`src/rtl/dm_arb_pkg.sv`:
```
// Shared defaults, conflict classification and read-return source encoding
// for dm_port_arbiter. Build option: DM_ARB_FWD_EN (read/write forwarding).
package dm_arb_pkg;

  localparam int DM_AW     = 9;
  localparam int DM_DW     = 16;
  localparam int DM_RAM_AW = 8;
  localparam int CNT_W     = 16;

  localparam logic [CNT_W-1:0] CNT_MAX = '1;

  typedef enum logic [1:0] {
    CF_NONE  = 2'd0,
    CF_RD_WR = 2'd1,
    CF_WR_WR = 2'd2
  } conflict_e;

  typedef enum logic [1:0] {
    RSEL_RAM  = 2'd0,
    RSEL_ZERO = 2'd1,
    RSEL_FWD  = 2'd2
  } rsel_e;

  // Two live requests hitting the same RAM word clash only if one of them writes.
  function automatic conflict_e classify(input logic req0, input logic req1,
                                         input logic we0, input logic we1,
                                         input logic same_idx);
    conflict_e kind;
    kind = CF_NONE;
    if (req0 && req1 && same_idx) begin
      if (we0 && we1)      kind = CF_WR_WR;
      else if (we0 || we1) kind = CF_RD_WR;
    end
    return kind;
  endfunction

endpackage

```
`src/rtl/dm_port_arbiter_if.sv`:
```
// Requester, RAM and status bundle of dm_port_arbiter; slave = arbiter side,
// master = requesters plus RAM model.
interface dm_port_arbiter_if #(
  parameter int AW     = dm_arb_pkg::DM_AW,
  parameter int DW     = dm_arb_pkg::DM_DW,
  parameter int RAM_AW = dm_arb_pkg::DM_RAM_AW
) ();

  logic              p0_req,    p1_req;
  logic              p0_we,     p1_we;
  logic [AW-1:0]     p0_addr,   p1_addr;
  logic [DW-1:0]     p0_wdata,  p1_wdata;
  logic              p0_gnt,    p1_gnt;
  logic              p0_rvalid, p1_rvalid;
  logic [DW-1:0]     p0_rdata,  p1_rdata;
  logic [RAM_AW-1:0] ram_addr_a, ram_addr_b;
  logic              ram_we_a,   ram_we_b;
  logic [DW-1:0]     ram_data_a, ram_data_b;
  logic [DW-1:0]     ram_q_a,    ram_q_b;
  logic              err;
  logic [15:0]       conflict_cnt;

  modport slave (
    input  p0_req, p1_req, p0_we, p1_we, p0_addr, p1_addr, p0_wdata, p1_wdata,
    input  ram_q_a, ram_q_b,
    output p0_gnt, p1_gnt, p0_rvalid, p1_rvalid, p0_rdata, p1_rdata,
    output ram_addr_a, ram_addr_b, ram_we_a, ram_we_b, ram_data_a, ram_data_b,
    output err, conflict_cnt
  );

  modport master (
    output p0_req, p1_req, p0_we, p1_we, p0_addr, p1_addr, p0_wdata, p1_wdata,
    output ram_q_a, ram_q_b,
    input  p0_gnt, p1_gnt, p0_rvalid, p1_rvalid, p0_rdata, p1_rdata,
    input  ram_addr_a, ram_addr_b, ram_we_a, ram_we_b, ram_data_a, ram_data_b,
    input  err, conflict_cnt
  );

endinterface

```
`src/rtl/dm_arb_rr.sv`:
```
// Conflict detection, round-robin pointer and saturating conflict counter.
// With DM_ARB_FWD_EN defined, read/write clashes are granted to both sides.
module dm_arb_rr
  import dm_arb_pkg::*;
#(
  parameter int RAM_AW = DM_RAM_AW
) (
  input  logic              clk,
  input  logic              rst,
  input  logic              req0,
  input  logic              req1,
  input  logic              we0,
  input  logic              we1,
  input  logic [RAM_AW-1:0] idx0,
  input  logic [RAM_AW-1:0] idx1,
  output logic              gnt0,
  output logic              gnt1,
  output logic              fwd,
  output logic [CNT_W-1:0]  conflict_cnt
);

`ifdef DM_ARB_FWD_EN
  localparam bit FWD_EN = 1'b1;
`else
  localparam bit FWD_EN = 1'b0;
`endif

  conflict_e        kind;
  logic             arb;
  logic             rr_q, rr_d;
  logic [CNT_W-1:0] cnt_q, cnt_d;

  // NOTE: every signal driven here gets a value on every path so no latch is inferred.
  always_comb begin
    kind  = classify(req0, req1, we0, we1, idx0 == idx1);
    fwd   = FWD_EN && (kind == CF_RD_WR);
    arb   = (kind != CF_NONE) && !fwd;
    gnt0  = req0 && (!arb || !rr_q);
    gnt1  = req1 && (!arb ||  rr_q);
    // The loser of an arbitrated clash owns the next one (1 = p1).
    rr_d  = arb ? gnt0 : rr_q;
    cnt_d = (arb && (cnt_q != CNT_MAX)) ? cnt_q + 1'b1 : cnt_q;
  end

  // NOTE: flops use non-blocking assignment so each samples its pre-edge inputs.
  always_ff @(posedge clk or negedge rst) begin
    if (!rst) begin
      rr_q  <= 1'b0;
      cnt_q <= '0;
    end else begin
      rr_q  <= rr_d;
      cnt_q <= cnt_d;
    end
  end

  assign conflict_cnt = cnt_q;

endmodule

```
`src/rtl/dm_port_arbiter.sv`:
```
// Two requesters onto a dual-port RAM (p0 -> A, p1 -> B) with same-word
// arbitration, out-of-range trapping and one-cycle read return.
// Build option: DM_ARB_FWD_EN (see dm_arb_rr).
module dm_port_arbiter
  import dm_arb_pkg::*;
#(
  parameter int AW     = DM_AW,
  parameter int DW     = DM_DW,
  parameter int RAM_AW = DM_RAM_AW
) (
  input logic               clk,
  input logic               rst,
  dm_port_arbiter_if.slave  bus
);

  typedef struct packed {
    logic          rvalid;
    rsel_e         sel;
    logic [DW-1:0] fwd_data;
    logic [DW-1:0] hold;
  } ret_t;

  logic [1:0]    req, we, oor, gnt, ram_we;
  logic [AW-1:0] addr  [2];
  logic [DW-1:0] wdata [2];
  logic [DW-1:0] ram_q [2];
  logic [DW-1:0] rdata [2];
  logic          fwd;
  logic          err_q, err_d;
  ret_t          ret_q [2];
  ret_t          ret_d [2];

  always_comb begin
    req      = {bus.p1_req, bus.p0_req};
    we       = {bus.p1_we,  bus.p0_we};
    addr[0]  = bus.p0_addr;
    addr[1]  = bus.p1_addr;
    wdata[0] = bus.p0_wdata;
    wdata[1] = bus.p1_wdata;
    ram_q[0] = bus.ram_q_a;
    ram_q[1] = bus.ram_q_b;
    for (int i = 0; i < 2; i++) begin
      oor[i] = (addr[i] >> RAM_AW) != '0;
    end
  end

  dm_arb_rr #(.RAM_AW(RAM_AW)) u_rr (
    .clk          (clk),
    .rst          (rst),
    .req0         (req[0]),
    .req1         (req[1]),
    .we0          (we[0]),
    .we1          (we[1]),
    .idx0         (addr[0][RAM_AW-1:0]),
    .idx1         (addr[1][RAM_AW-1:0]),
    .gnt0         (gnt[0]),
    .gnt1         (gnt[1]),
    .fwd          (fwd),
    .conflict_cnt (bus.conflict_cnt)
  );

  always_comb begin
    err_d = err_q;
    for (int i = 0; i < 2; i++) begin
      // Out-of-range accesses are accepted but must never reach the RAM.
      ram_we[i] = req[i] && gnt[i] && we[i] && !oor[i];
      if (req[i] && gnt[i] && oor[i]) err_d = 1'b1;

      if (!ret_q[i].rvalid) begin
        rdata[i] = ret_q[i].hold;
      end else begin
        case (ret_q[i].sel)
          RSEL_ZERO: rdata[i] = '0;
          RSEL_FWD:  rdata[i] = ret_q[i].fwd_data;
          default:   rdata[i] = ram_q[i];
        endcase
      end

      ret_d[i].rvalid   = req[i] && gnt[i] && !we[i];
      ret_d[i].sel      = oor[i] ? RSEL_ZERO : (fwd ? RSEL_FWD : RSEL_RAM);
      ret_d[i].fwd_data = (i == 0) ? wdata[1] : wdata[0];
      ret_d[i].hold     = rdata[i];
    end
  end

  always_ff @(posedge clk or negedge rst) begin
    if (!rst) begin
      ret_q[0] <= '0;
      ret_q[1] <= '0;
      err_q    <= 1'b0;
    end else begin
      ret_q[0] <= ret_d[0];
      ret_q[1] <= ret_d[1];
      err_q    <= err_d;
    end
  end

  assign bus.p0_gnt     = gnt[0];
  assign bus.p1_gnt     = gnt[1];
  assign bus.p0_rvalid  = ret_q[0].rvalid;
  assign bus.p1_rvalid  = ret_q[1].rvalid;
  assign bus.p0_rdata   = rdata[0];
  assign bus.p1_rdata   = rdata[1];
  assign bus.ram_addr_a = addr[0][RAM_AW-1:0];
  assign bus.ram_addr_b = addr[1][RAM_AW-1:0];
  assign bus.ram_we_a   = ram_we[0];
  assign bus.ram_we_b   = ram_we[1];
  assign bus.ram_data_a = wdata[0];
  assign bus.ram_data_b = wdata[1];
  assign bus.err        = err_q;

endmodule
```
`src/flat_wrapper.sv`:
```
// flat-port wrapper written by rule: the top's interface ports become plain ports
module dm_port_arbiter_flat import dm_arb_pkg::*;
#(
  parameter int AW     = DM_AW,
  parameter int DW     = DM_DW,
  parameter int RAM_AW = DM_RAM_AW
)
  (clk, rst, bus_p0_req, bus_p1_req, bus_p0_we, bus_p1_we, bus_p0_addr, bus_p1_addr, bus_p0_wdata, bus_p1_wdata, bus_ram_q_a, bus_ram_q_b, bus_p0_gnt, bus_p1_gnt, bus_p0_rvalid, bus_p1_rvalid, bus_p0_rdata, bus_p1_rdata, bus_ram_addr_a, bus_ram_addr_b, bus_ram_we_a, bus_ram_we_b, bus_ram_data_a, bus_ram_data_b, bus_err, bus_conflict_cnt);
  dm_port_arbiter_if #(.AW(AW), .DW(DW), .RAM_AW(RAM_AW)) bus_i ();
  input logic clk;
  input logic rst;
  input wire logic [$bits(bus_i.p0_req)-1:0] bus_p0_req;
  input wire logic [$bits(bus_i.p1_req)-1:0] bus_p1_req;
  input wire logic [$bits(bus_i.p0_we)-1:0] bus_p0_we;
  input wire logic [$bits(bus_i.p1_we)-1:0] bus_p1_we;
  input wire logic [$bits(bus_i.p0_addr)-1:0] bus_p0_addr;
  input wire logic [$bits(bus_i.p1_addr)-1:0] bus_p1_addr;
  input wire logic [$bits(bus_i.p0_wdata)-1:0] bus_p0_wdata;
  input wire logic [$bits(bus_i.p1_wdata)-1:0] bus_p1_wdata;
  input wire logic [$bits(bus_i.ram_q_a)-1:0] bus_ram_q_a;
  input wire logic [$bits(bus_i.ram_q_b)-1:0] bus_ram_q_b;
  output wire logic [$bits(bus_i.p0_gnt)-1:0] bus_p0_gnt;
  output wire logic [$bits(bus_i.p1_gnt)-1:0] bus_p1_gnt;
  output wire logic [$bits(bus_i.p0_rvalid)-1:0] bus_p0_rvalid;
  output wire logic [$bits(bus_i.p1_rvalid)-1:0] bus_p1_rvalid;
  output wire logic [$bits(bus_i.p0_rdata)-1:0] bus_p0_rdata;
  output wire logic [$bits(bus_i.p1_rdata)-1:0] bus_p1_rdata;
  output wire logic [$bits(bus_i.ram_addr_a)-1:0] bus_ram_addr_a;
  output wire logic [$bits(bus_i.ram_addr_b)-1:0] bus_ram_addr_b;
  output wire logic [$bits(bus_i.ram_we_a)-1:0] bus_ram_we_a;
  output wire logic [$bits(bus_i.ram_we_b)-1:0] bus_ram_we_b;
  output wire logic [$bits(bus_i.ram_data_a)-1:0] bus_ram_data_a;
  output wire logic [$bits(bus_i.ram_data_b)-1:0] bus_ram_data_b;
  output wire logic [$bits(bus_i.err)-1:0] bus_err;
  output wire logic [$bits(bus_i.conflict_cnt)-1:0] bus_conflict_cnt;
  assign bus_i.p0_req = bus_p0_req;
  assign bus_i.p1_req = bus_p1_req;
  assign bus_i.p0_we = bus_p0_we;
  assign bus_i.p1_we = bus_p1_we;
  assign bus_i.p0_addr = bus_p0_addr;
  assign bus_i.p1_addr = bus_p1_addr;
  assign bus_i.p0_wdata = bus_p0_wdata;
  assign bus_i.p1_wdata = bus_p1_wdata;
  assign bus_i.ram_q_a = bus_ram_q_a;
  assign bus_i.ram_q_b = bus_ram_q_b;
  assign bus_p0_gnt = bus_i.p0_gnt;
  assign bus_p1_gnt = bus_i.p1_gnt;
  assign bus_p0_rvalid = bus_i.p0_rvalid;
  assign bus_p1_rvalid = bus_i.p1_rvalid;
  assign bus_p0_rdata = bus_i.p0_rdata;
  assign bus_p1_rdata = bus_i.p1_rdata;
  assign bus_ram_addr_a = bus_i.ram_addr_a;
  assign bus_ram_addr_b = bus_i.ram_addr_b;
  assign bus_ram_we_a = bus_i.ram_we_a;
  assign bus_ram_we_b = bus_i.ram_we_b;
  assign bus_ram_data_a = bus_i.ram_data_a;
  assign bus_ram_data_b = bus_i.ram_data_b;
  assign bus_err = bus_i.err;
  assign bus_conflict_cnt = bus_i.conflict_cnt;
  dm_port_arbiter #(.AW(AW), .DW(DW), .RAM_AW(RAM_AW)) u_core (.clk(clk), .rst(rst), .bus(bus_i));
endmodule
```
`config.mk`:
```
export PLATFORM = sky130hd
export DESIGN_NAME = dm_port_arbiter_flat
export DESIGN_NICKNAME = d
export VERILOG_FILES = /design/src/rtl/dm_arb_pkg.sv /design/src/rtl/dm_port_arbiter_if.sv /design/src/rtl/dm_arb_rr.sv /design/src/rtl/dm_port_arbiter.sv /design/src/flat_wrapper.sv
export SDC_FILE = /design/constraint.sdc
export NUM_CORES = 1
export LEC_CHECK = 0
export CAP_MARGIN = 20
export CORE_MARGIN = 2
export CORE_UTILIZATION = 35
export CTS_CLUSTER_DIAMETER = 200
export CTS_CLUSTER_SIZE = 16
export DETAILED_ROUTE_END_ITERATION = 6
export HOLD_SLACK_MARGIN = 0.12
export PLACE_DENSITY = 0.85
export SYNTH_ARGS = -nofsm -noshare
export SYNTH_HDL_FRONTEND = slang
export SYNTH_SLANG_ARGS = --single-unit
```
`constraint.sdc`:
```
create_clock -name clk -period 2.7 [get_ports clk]
set_input_delay 0.27 -clock clk [delete_from_list [all_inputs] [get_ports clk]]
set_output_delay 0.27 -clock clk [all_outputs]
set_load 0.005 [all_outputs]
```
==> flow_metrics.tcl, run 1 <==
set metrics [dict create \
    num_rows 33 \
    drtIter0Drc 44 \
    grt_antenna_before_repair 0 \
    synth_edf_count 0 \
    cap_violations 0 \
    syn-cell-area_sq_um 2974 \
    timing.fmax_mhz 385.2 \
    clockBufferDepth 2 \
    syn_nets 412 \
    hold_viol 0 \
    root_buffer "clkbuf_8" \
    p_int_w 0.001314 \
    period_needed_ns 2.596 \
    synthArstFlopShare 1.000 \
    ant_nets 0 \
    grt_setup_unrepaired "false" \
    htree_num_levels 2 \
    p_seq_frac 0.509 \
    path_depth 7 \
    swShare 0.2431 \
    io_buffers 126 \
    path_clk_slew_ns 0.10 \
    r2r_setup_slack_ns 0.66 \
    finalCritPeriodShare 0.9615 \
    crit_chain "clkdlybuf4s50_1 > xnor2_2 > nand3_1 > or4_4 > o21ai_2 > nor3b_1 > clkdlybuf4s50_1" \
    postLayoutCellArea_sq_um 3989 \
    die_x_um 96.18 \
    coreArea_sq_um 8217 \
    grt_most_used_layer "met2" \
    p_per_area_nw_per_um2 435.2 \
    slowest_delay_ns 0.56 \
    setup_violations 0 \
    hpwl_mm 5.189 \
    dr_total_vias 2236 \
    synth_top_cell_by_area "dfrtp_1" \
    arrival_ns 2.33 \
    synth.distinct_cells 28 \
    worstMarginPinSlew_ns 0.3959 \
    post_drt_wl_per_cell_um 13.27 \
    area_growth_syn_to_layout_pct 34.12 \
    instances_no_fill 493 \
    r2r-start "u_core.u_rr.conflict_cnt[0]$_DFFE_PN0P_" \
    dieArea_sq_um 9251 \
    grt_max_degree 26 \
    overflow 0 \
    place_area_sq_um 3855 \
    clkPwrFrac 0.271 \
    fill_cells 757 \
    cpLargestDelayFamily "buffers and inverters" \
    skew_ns 0.008760 \
    placed_cells 484 \
    rr_endpoint "u_core.u_rr.conflict_cnt[7]$_DFFE_PN0P_" \
    grt_pass1_vias 2236 \
    r2r_cells 7 \
    synth_top_area_frac 0.4544 \
    wirelength_mm 6.541 \
    status "completed" \
    clkLatencyLatePin_ns 0.30 \
    die_h_um 96.18 \
    crit_path_end_kind "output pin" \
    via_per_inst 4.535 \
    avgSynthCellArea_sq_um 9.236 \
    startpoint "bus_p1_addr[5]" \
    slew_headroom 0.7341 \
    cts_tree "yes" \
    hold_path_class "input port to flip-flop" \
    clkSinkCount 54 \
    post-cts-setup-buffer-count 0 \
    synth_seq_area_share 0.4544 \
    finalNetCount 477 \
    drv_slew 0 \
    routabilityCongestion 0.8060 \
    crit_slowest_cell "or4_4" \
    crit_top_cell "clkdlybuf4s50_1" \
    drc 0 \
    grt_pass1_wl_mm 9.949 \
    grt_usage 0.1382 \
    worstPathMaxFanout 3 \
    cp-start-kind "input port" \
    diodes 0 \
    synth_ff_type "dfrtp_1" \
    power.total_w 0.001736 \
    met2_usage 0.2546 \
    p_switching_w 0.0004219 \
    synthCells 322 \
    crit_type "input port to output pin" \
    cts_made_buffers 5 \
    io_pins 191 \
    synth_warnings 0 \
    irDropWorstVdd_mv 0.2267 \
    crit_required_ns 2.43 \
    netlist_top_cells_area "dfrtp_1 45%, buf_4 20%, xnor2_1 6.5%" \
    initial_utilization 0.3620 \
    p_leak_nw 1.706 \
    hold_ws_ns 0.2625 \
    drive_above_1_share 0.07990 \
    p_comb_frac 0.220 \
    synth_seq_cells 54 \
    dr.pass1.iters 4 \
    setup-tns-final_ns 0 \
    crit_path_end "bus_ram_we_b" \
    use_met3 0.03602 \
    met1_usage 0.1498 \
    path_buf_inv 2 \
]
## cell type report
class,count,area [sq um],area share
well taps,105,131.4,0.03294
clock inverters,2,16.27,0.004078
inverters,35,131.4,0.03294
flip-flops and latches,54,1351,0.3388
clock buffers,6,82.58,0.02070
repair buffers,143,1393,0.3491
multi-input cells,148,883.3,0.2215
## power by group through the flow
stage	combinational, W	clock [W]	sequential [W]
after floorplan	0.000223	0	0.000896
after global placement	0.000374	0	0.000897
after detailed placement	0.000385	0	0.000900
after CTS	0.000391	0.000503	0.000883
after global routing	0.000422	0.000531	0.000889
final	0.000382	0.000471	0.000883
## Yosys cell counts (2+ instances only)
cell type	n
nor2_1	3
dfrtp_1	54
nand3_1	8
nor2b_1	3
inv_1	35
nor3_1	5
buf_4	80
o21ai_0	33
nand4_1	7
clkbuf_1	4
nand2_1	45
xnor2_1	22
and3_1	4
nand3b_1	3
ha_1	2
xor2_1	2
## cell families (layout without fill, tap and decap cells)
| group | Yosys count | count (layout) | share of synthesized area |
|---|---|---|---|
| compound gates | 38 | 38 | 0.07405 |
| xor+xnor | 24 | 24 | 0.07068 |
| fa+ha+maj | 2 | 2 | 0.008413 |
| buf+inv | 120 | 186 | 0.2549 |
| flops | 54 | 54 | 0.4544 |
| mux | 1 | 1 | 0.003786 |
| simple gates | 83 | 83 | 0.1338 |
## routing by layer
metal / up-vias / part of all wire
met1: 1042 / 0.38
met2: 110 / 0.52
met3: 14 / 0.085
li1: 1070 / -
met4: 0 / 0.016
met5: - / 0
## sequential cells by signal, summed over array words and instances (netlist names)
name / flops
u_core.bus.err: 1
u_core.bus.p0_rvalid: 1
u_core.bus.p1_rvalid: 1
u_core.ret_q: 34
u_core.u_rr.conflict_cnt: 16
u_core.u_rr.rr_q: 1
## placed cells by master (no fill, tap or decap)
| cell | instances |
|---|---|
| o21a_1 | 1 |
| dfrtp_1 | 54 |
| xnor2_1 | 20 |
| and2_1 | 1 |
| dlygate4sd2_1 | 1 |
| nor2b_1 | 3 |
| nand4_1 | 7 |
| dlymetal6s2s_1 | 3 |
| ha_1 | 2 |
| nand3b_1 | 3 |
| and3_1 | 4 |
| clkbuf_8 | 6 |
| nand4b_1 | 1 |
| buf_2 | 1 |
| inv_1 | 35 |
| o21bai_1 | 1 |
| clkdlybuf4s50_1 | 121 |
| o21ai_2 | 1 |
| and3b_1 | 1 |
| inv_6 | 1 |
| a2111oi_4 | 1 |
| nor2_1 | 3 |
| buf_4 | 16 |
| dlygate4sd3_1 | 1 |
| nand3_1 | 8 |
| xnor2_2 | 2 |
| a21oi_1 | 1 |
| nor3_1 | 5 |
| o21ai_0 | 32 |
| mux2_2 | 1 |
| o211ai_1 | 1 |
| or4_4 | 1 |
| nand2_1 | 45 |
| xor2_1 | 2 |
| clkinvlp_4 | 1 |
| nor3b_1 | 1 |
## stage by stage
stage | worst slack (ns) | utilization
6_report | 0.1038 | 0.4855
2_1_floorplan | 0.8116 | -
3_3_place_gp | -0.06882 | 0.4692
4_1_cts | 0.01010 | 0.4841
3_5_place_dp | -0.1337 | 0.4692
5_1_grt | 0.01351 | 0.4855
## worst reg2reg max path, delay by kind of cell, from the launching register on
kind,cells,cell delay [ns]
and+or+nand+nor,3,0.42
adders and majority gates,1,0.24
buffers and inverters,1,0.26
AOI/OAI and AO/OA,1,0.43
xor gates and xnor gates,1,0.15
DFF,1,0.43
## what timing repair did
item	in CTS	in global routing
hold buffers	1	0
cloned	0	0
gates resized for setup	4	4
pin swaps	1	1
hold endpoints to repair	12	0
setup endpoints to repair	4	4
## how the worst min path moves through the flow
| stage | from | endpoint | depth (start not counted) |
|---|---|---|---|
| 3_3_place_gp | rst | u_core.ret_q[15]$_DFF_PN0_ | 1 |
| 3_5_place_dp | rst | u_core.ret_q[15]$_DFF_PN0_ | 1 |
| 4_1_cts | rst | u_core.u_rr.conflict_cnt[3]$_DFFE_PN0P_ | 2 |
| 5_1_grt | bus_p1_we | u_core.bus.p1_rvalid$_DFF_PN0_ | 3 |
| 2_1_floorplan | rst | u_core.bus.err$_DFFE_PN0P_ | 0 |
| 6_report | bus_p1_we | u_core.bus.p1_rvalid$_DFF_PN0_ | 3 |
Note: power is estimated with default switching activity, not from simulation.
==> inputs of run 2 (changes only) <==
- SKIP_LAST_GASP: not set -> 1
==> run 2 against run 1 <==
  * Fmax is 3.8% lower
  * Via count decreased by 0.40%
  * Cell count stayed put
  * Die area did not move
  * Final area down 0.16%
  * Combinational power is essentially flat
==> flow_metrics.tcl, run 2 (same netlist as run 1, synthesis figures left out) <==
set metrics [dict create \
    dr_total_vias 2227 \
    cp-start-kind "input port" \
    hpwl_mm 5.189 \
    worstPathMaxFanout 3 \
    grt_usage 0.1382 \
    dieArea_sq_um 9251 \
    clockBufferDepth 2 \
    slew_headroom 0.7334 \
    irDropWorstVdd_mv 0.2264 \
    grt_max_degree 26 \
    grt_setup_unrepaired "true" \
    p_per_area_nw_per_um2 436.0 \
    status "completed" \
    holdPathStages 3 \
    largest-register "u_core.ret_q" \
    num_rows 33 \
    power.total_w 0.001736 \
    period_needed_ns 2.699 \
    timing.fmax_mhz 370.5 \
    via_per_inst 4.517 \
    post-cts-setup-buffer-count 0 \
    coreArea_sq_um 8217 \
    crit_type "input port to output pin" \
    layout_commonest_cell "clkdlybuf4s50_1" \
    finalCritPeriodShare 0.9997 \
    fill_cells 756 \
    dr.pass1.iters 2 \
    path_clk_slew_ns 0.10 \
    hold_path_class "input port to flip-flop" \
    drive_above_1_share 0.07732 \
    crit_chain "clkdlybuf4s50_1 > ha_1 > o211ai_1 > or4_4 > o21a_1 > and3b_1 > clkdlybuf4s50_1" \
    overflow 0 \
    ant_nets 0 \
    skew_ns 0.009333 \
    io_buffers 126 \
    cts_made_buffers 5 \
    grt_pass1_wl_mm 9.949 \
    drv_slew 0 \
    crit_slowest_cell "or4_4" \
    hold_ws_ns 0.2803 \
    setup_violations 0 \
    crit_required_ns 2.43 \
    drc 0 \
    grt_antenna_before_repair 0 \
    initial_utilization 0.3620 \
    wirelength_mm 6.505 \
    grt_pass1_vias 2236 \
    largest_register_ffs 34 \
    htree_num_levels 2 \
    crit_top_cell "clkdlybuf4s50_1" \
    crit_path_end_kind "output pin" \
    final_util 0.4847 \
    routabilityCongestion 0.8060 \
    layout_common_cells "122 x clkdlybuf4s50_1, 54 x dfrtp_1, 45 x nand2_1" \
    io_pins 191 \
    r2r_cells 7 \
    slowest_delay_ns 0.50 \
    worstMarginPinSlew_ns 0.3969 \
    root_buffer "clkbuf_8" \
    die_h_um 96.18 \
    clkSinkCount 54 \
    clkLatencyLatePin_ns 0.30 \
    hold_viol 0 \
    diodes 0 \
    finalNetCount 477 \
    post_drt_wl_per_cell_um 13.19 \
    cts_tree "yes" \
    p_leak_nw 1.688 \
    area_growth_syn_to_layout_pct 33.91 \
    die_x_um 96.18 \
    cap_violations 0 \
    arrival_ns 2.43 \
    drtIter0Drc 56 \
]
run 2: cell types whose count changed in the layout (fill, tap and decap cells not counted):
cell | before | now
dlymetal6s2s_1 | 3 | 2
clkdlybuf4s50_1 | 121 | 122
o21ai_1 | 0 | 1
o21ai_2 | 1 | 0
run 2: through the flow:
step	TNS (ns)	cells	setup slack, ns	instance area, sq um
floorplan	0	322	0.8116	2974
global placement	-0.1394	484	-0.06882	3855
detailed placement	-0.3202	484	-0.1337	3855
CTS	0	493	0.01010	3978
global route	-0.2261	493	-0.1011	3983
finish	0	493	0.0006899	3983
run 2: layout make-up:
class                   instances  area [sq um]  area share
clock buffers                   6         82.58     0.02074
inverters                      35         131.4     0.03299
multi-input cells             148         879.6      0.2209
well taps                     105         131.4     0.03299
clock inverters                 2         16.27    0.004084
repair buffers                143          1390      0.3490
flip-flops and latches         54          1351      0.3393
run 2: timing repair:
action,4_1_cts,5_1_grt
resized for setup,4,2
setup endpoints to repair,4,4
hold buffers,1,0
endpoints found under the hold margin,12,0
pin swaps,1,1
run 2: report_power, final:
group / switching (W) / internal [W]
clock network: 0.000261 / 0.000212
logic: 0.000144 / 0.000237
registers: 0.0000174 / 0.000865
total: 0.000422 / 0.00131
run 2: routing by layer:
metal,wire [um],vias to the layer above,global-route usage
met5,0,-,0
met3,550,14,0.03602
met4,102,0,0.05357
met2,3355,110,0.2546
met1,2497,1032,0.1498
li1,-,1071,-
run 2: final timing paths:
kind | slack (ns) | end | startpoint
worst max-delay path | 0.0007 | bus_ram_we_a | bus_p0_we
worst min-delay path | 0.28 | u_core.bus.p1_rvalid$_DFF_PN0_ | bus_p1_we
worst max register to register | 0.66 | u_core.u_rr.conflict_cnt[7]$_DFFE_PN0P_ | u_core.u_rr.conflict_cnt[0]$_DFFE_PN0P_
worst min register to register | 0.50 | u_core.u_rr.conflict_cnt[13]$_DFFE_PN0P_ | u_core.u_rr.conflict_cnt[13]$_DFFE_PN0P_
max in group asynchronous | 1.68 | u_core.ret_q[0]$_DFF_PN0_ | rst
min in group asynchronous | 0.39 | u_core.u_rr.conflict_cnt[10]$_DFFE_PN0P_ | rst
run 2: critical path: cells and delay by family:
kind,cells,cell delay (ns)
AND/OR/NAND/NOR,2,0.67
AO/OA/AOI/OAI,2,0.30
adder cells (fa/ha/maj),1,0.30
buffers and inverters,2,0.88
==> inputs of run 3 (changes only) <==
- CAP_MARGIN: 20 -> 30
==> results of run 3 <==
Same layout as run 2: the final DEF is identical, and so are final timing and power.
==> variant 1 (flow settings as in run 2) <==
Build with the macro `DM_ARB_FWD_EN` defined.
--- a/src/rtl/dm_arb_rr.sv
+++ b/src/rtl/dm_arb_rr.sv
@@ -1,5 +1,7 @@
 // Conflict detection, round-robin pointer and saturating conflict counter.
 // With DM_ARB_FWD_EN defined, read/write clashes are granted to both sides.
+`define DM_ARB_FWD_EN
+
 module dm_arb_rr
   import dm_arb_pkg::*;
 #(
Formal check against the unedited RTL: not equivalent (Yosys sat finds a counterexample within 4 cycles, from zero or initial values and one cycle with rst low).
==> variant 1 against run 2 <==
Sequential cell count is 34 higher; wire length is 62% higher; final area is 51% higher; total power is 97% higher; synthesized area is 39% higher; hold slack better by 0.11 ns; register-to-register slack better by 0.05 ns; critical path type unchanged; worst setup slack better by 0.18 ns.
==> variant 1: results (changes against run 2) <==
cts:
  cts_root_buffer: "clkbuf_16"
  htreeDepth: 3  # +1
  path_clk_slew_ns: 0.06  # -0.04 ns
  clkLatencyLatePin_ns: 0.33  # +0.03 ns
  numCtsBuffers: 9  # +4
global_routing:
  track_usage: 0.165  # +0.0265
  use_met1: 0.189  # +0.0391
  grt_max_degree: 89  # +240%
  grt_use_met3: 0.0332  # -0.00281
  met2_usage: 0.290  # +0.0356
  grt_pass1_wl_mm: 16.7  # +67%
  grt_pass1_vias: 3405  # +52%
placement:
  dpl-instance-area_mm2: 0.00566  # +47%
  gp_congestion: 0.848  # +5.2%
  dpl.hpwl_mm: 7.79  # +50%
  place_worst_setup_slack_ns: -0.0299  # +0.104 ns
logic_synthesis:
  yosys.area_share.adder: 0.0121  # +0.00366
  synth_nets: 503  # +22%
  synthTopCellsByCount: "dfrtp_1, buf_4, nor2_1, a21oi_1, nand2_1"
  ys_top_cells_by_area: "dfrtp_1, buf_4, a21oi_1"
  yosysSeqAreaShare: 0.531  # +0.0770
  synth_compound_area_frac: 0.0912  # +0.0171
  yosys.cell_types.count: 32  # +14%
critical_path:
  reg2reg_slack_ns: 0.71  # +0.05 ns
  crit_arrival_ns: 2.25  # -0.18 ns
detailed_routing:
  wire_per_inst_um: 15.6  # +18%
  viasPerCell: 4.76  # +5.4%
  firstDrtPassIters: 4  # +2
  dr_wl_met2_mm: 5.57  # +66%
pwr:
  ir_drop_mv: 0.286  # +26%
layout:
  largest_reg_flops: 68  # +100%
  finalNonFillerCells: 678  # +38%
  fillers: 967  # +28%
timing:
  whs_ns: 0.393  # +0.113 ns
  min_period_ns: 2.52  # -0.176 ns
outcome:
  status: "complete, no violations"
variant 1: changes by cell type after synthesis, sizes merged, moves of 4 or more:
cell / change
a21oi: +49
a22oi: +15
clkbuf: +11
dfrtp: +34
inv: -31
nand2: -18
nor2: +54
nor4: +4
o21ai: -33
xnor2: -14
xor2: +13
variant 1: final timing paths:
| path | from | end | cells after the start |
|---|---|---|---|
| worst max register to register | u_core.u_rr.conflict_cnt[0] | u_core.u_rr.conflict_cnt[1] | 5 |
| worst min register to register | u_core.bus.err | u_core.bus.err | 1 |
| worst max-delay path | bus_p1_addr[1] | bus_ram_we_a | 8 |
| max in group asynchronous | rst | u_core.u_rr.conflict_cnt[13] | 3 |
| worst min-delay path | bus_p1_wdata[10] | u_core.ret_q[61] | 1 |
| min in group asynchronous | rst | u_core.ret_q[17] | 3 |
variant 1: critical path, stage by stage:
cell and delay (ns):
clkdlybuf4s50_1 0.45, xor2_1 0.20, nor3_2 0.19, buf_4 0.15, nand4_1 0.12, o21a_1 0.22, and3b_1 0.19, clkdlybuf4s50_1 0.47
variant 1: cell type report:
type	instances	area share
inverter	4	0.00249
multi-input combinational	223	0.211
timing repair buffer	204	0.335
tap	143	0.0297
sequential	88	0.365
clock inverter	5	0.0172
clock buffer	11	0.0402
variant 1: report_power, final:
part           leakage, nW  switching [mW]  internal, mW
clock                0.170           0.492         0.929
sequential            1.06          0.0268          1.41
combinational         1.30           0.222         0.344
variant 1: timing repair:
item,CTS,global route
endpoints found under the hold margin,88,0
pin swaps,1,0
resized for setup,1,3
setup endpoints to repair,1,2
setup buffers,0,0
hold buffers,1,0
variant 1: stage by stage:
step	power, mW	utilization
detailed placement	2.03	0.494
global placement	2.01	0.494
floorplan	1.73	-
global route	3.56	0.526
CTS	3.47	0.525
finish	3.42	0.526
==> variant 2 (flow settings as in run 2) <==
Made on the original files. Make the reset (`rst`) synchronous in 2 clocked blocks.
--- a/src/rtl/dm_arb_rr.sv
+++ b/src/rtl/dm_arb_rr.sv
@@ -43,7 +43,7 @@
   end
 
   // NOTE: flops use non-blocking assignment so each samples its pre-edge inputs.
-  always_ff @(posedge clk or negedge rst) begin
+  always_ff @(posedge clk) begin
     if (!rst) begin
       rr_q  <= 1'b0;
       cnt_q <= '0;
--- a/src/rtl/dm_port_arbiter.sv
+++ b/src/rtl/dm_port_arbiter.sv
@@ -83,7 +83,7 @@
     end
   end
 
-  always_ff @(posedge clk or negedge rst) begin
+  always_ff @(posedge clk) begin
     if (!rst) begin
       ret_q[0] <= '0;
       ret_q[1] <= '0;
Formal check against the unedited RTL: differs if rst is asserted again (counterexample within 4 cycles, from zero or initial values and one cycle with rst low); with rst held inactive, the same outputs for 10 cycles.
==> variant 2 against run 2 <==
Clock power up 14%; utilization down 1.8 points; synthesized area up 3.9%; hold slack better by 0.23 ns; total power down 6.6%; combinational power down 30%; first-iteration DRC count down 25%; die area up 3.7%; sequential cell count unchanged; final area up 1.2%; wire length up 9.1%; final cell count up 11%; worst setup slack better by 0.12 ns; largest cell class unchanged; largest power group unchanged.
==> variant 2: results (changes against run 2) <==
outcome:
  status: "complete, no violations"
pwr:
  ir_drop_mv: 0.244  # +7.7%
  p_leak_nw: 1.45  # -14%
critical_path:
  critPathMaxFanout: 4  # +1
  crit_arrival_ns: 2.31  # -0.12 ns
  cp_slowest_cell: "clkdlybuf4s50_1"
  max_stage_delay_ns: 0.55  # +0.05 ns
placement:
  gp_congestion: 0.822  # +2.0%
  portBuffers: 126  # unchanged
  dpl.hpwl_mm: 5.51  # +6.2%
  dpl-instance-area_mm2: 0.00392  # +1.7%
  placedCellCount: 540  # +12%
global_routing:
  met2_usage: 0.267  # +0.0125
  grt_pass1_wl_mm: 11.7  # +18%
  use_met1: 0.167  # +0.0171
  track_usage: 0.146  # +0.00801
  grt_max_degree: 45  # +73%
  grt_use_met3: 0.0372  # +0.00120
  antenna_found_initial: 0  # unchanged
cts:
  path_clk_slew_ns: 0.10  # about the same
  cts_setup_buffers: 0  # unchanged
  numCtsBuffers: 5  # unchanged
  clockBufferDepth: 2  # unchanged
  htreeDepth: 2  # unchanged
  cts_root_buffer: "clkbuf_8"
  cts-resized-gates: 0  # -4
  clkLatencyLatePin_ns: 0.30  # about the same
layout:
  layout.nets: 529  # +11%
  diodes: 0  # unchanged
  largest_reg_flops: 36  # +5.9%
  layout-drive-gt1-share: 0.0500  # -0.0273
detailed_routing:
  drtAntennaViolNets: 0  # unchanged
  wire_per_inst_um: 13.0  # -1.8%
  dr_wl_met3_um: 490  # -11%
  firstDrtPassIters: 4  # +2
  wl_mm: 7.10  # +9.1%
  highest_layer: "met4"
  dr_wl_met2_mm: 3.51  # +4.6%
  drt-met1-wl_mm: 2.98  # +19%
  drtIter0Drc: 42  # -25%
  via_count: 2608  # +17%
logic_synthesis:
  muxShareOfSynthArea: 0.00972  # +0.00593
  yosys.cell_types.count: 41  # +46%
  async_flop_share: 0  # -1.00
  synth_compound_area_frac: 0.120  # +0.0458
  syn_inst: 387  # +20%
  synth_nets: 477  # +16%
  synth-xor-area-share: 0.0255  # -0.0452
  yosys.area_share.adder: 0.00810  # -0.000314
  ys_top_cells_by_area: "dfxtp_1, buf_4, and2_1"
  synthTopCellsByCount: "buf_4, dfxtp_1, nand2_1, o21ai_0"
  synth-main-ff-cell: "dfxtp_1"
  yosys_warnings: 0  # unchanged
  yosysSeqAreaShare: 0.350  # -0.104
timing:
  maxSlewHeadroom: 0.668  # -0.0655
  fin_worst_skew_ns: 0.00407  # -0.00527 ns
hold_path:
  hold_path.class: "register to register"
job:
  timing.max_cap.violations: 0  # unchanged
-- variant 2: kinds of logic after synthesis --
group / count (synthesis)
buffers and inverters: 128
multiplexers: 3
flip-flops: 54
XOR/XNOR: 9
AO/OA/AOI/OAI: 62
AND/OR/NAND/NOR: 129
adder cells (fa/ha/maj): 2
-- variant 2: area by class of cell --
type	instances	area (um2)
Clock buffer	6	72.6
Clock inverter	2	37.5
Fill cell	816	4610
Inverter	36	135
Multi-Input combinational cell	205	1220
Sequential cell	54	1080
Tap cell	108	135
Timing Repair Buffer	137	1340
-- variant 2: final timing paths --
path,startpoint,to,slack [ns],cells after the start
setup / recovery,bus_p1_we,bus_ram_we_b,0.12,8
hold / removal,u_core.u_rr.conflict_cnt[8],u_core.u_rr.conflict_cnt[8],0.51,2
setup reg to reg,u_core.u_rr.conflict_cnt[2],u_core.u_rr.conflict_cnt[11],0.85,5
hold reg to reg,u_core.u_rr.conflict_cnt[8],u_core.u_rr.conflict_cnt[8],0.51,2
-- variant 2: power by group --
group | internal, mW | total (mW) | switching, mW | leakage (nW)
Clock | 0.277 | 0.536 | 0.259 | 0.0514
Combinational | 0.171 | 0.267 | 0.0962 | 0.958
Sequential | 0.813 | 0.819 | 0.00580 | 0.438
Total | 1.26 | 1.62 | 0.361 | 1.45
-- variant 2: per-stage QoR --
stage	worst slack (ns)	hold slack, ns
6_report	0.117	0.511
5_1_grt	0.0301	0.540
4_1_cts	0.0291	0.519
3_5_place_dp	0.0363	0.507
3_3_place_gp	0.0935	0.494
2_1_floorplan	0.837	0.347
-- variant 2: tightest hold or removal path, cell delays in order, from the launching register on --
cell and delay, ns:
dfxtp_1 0.36, nand2_1 0.06, mux2i_1 0.05
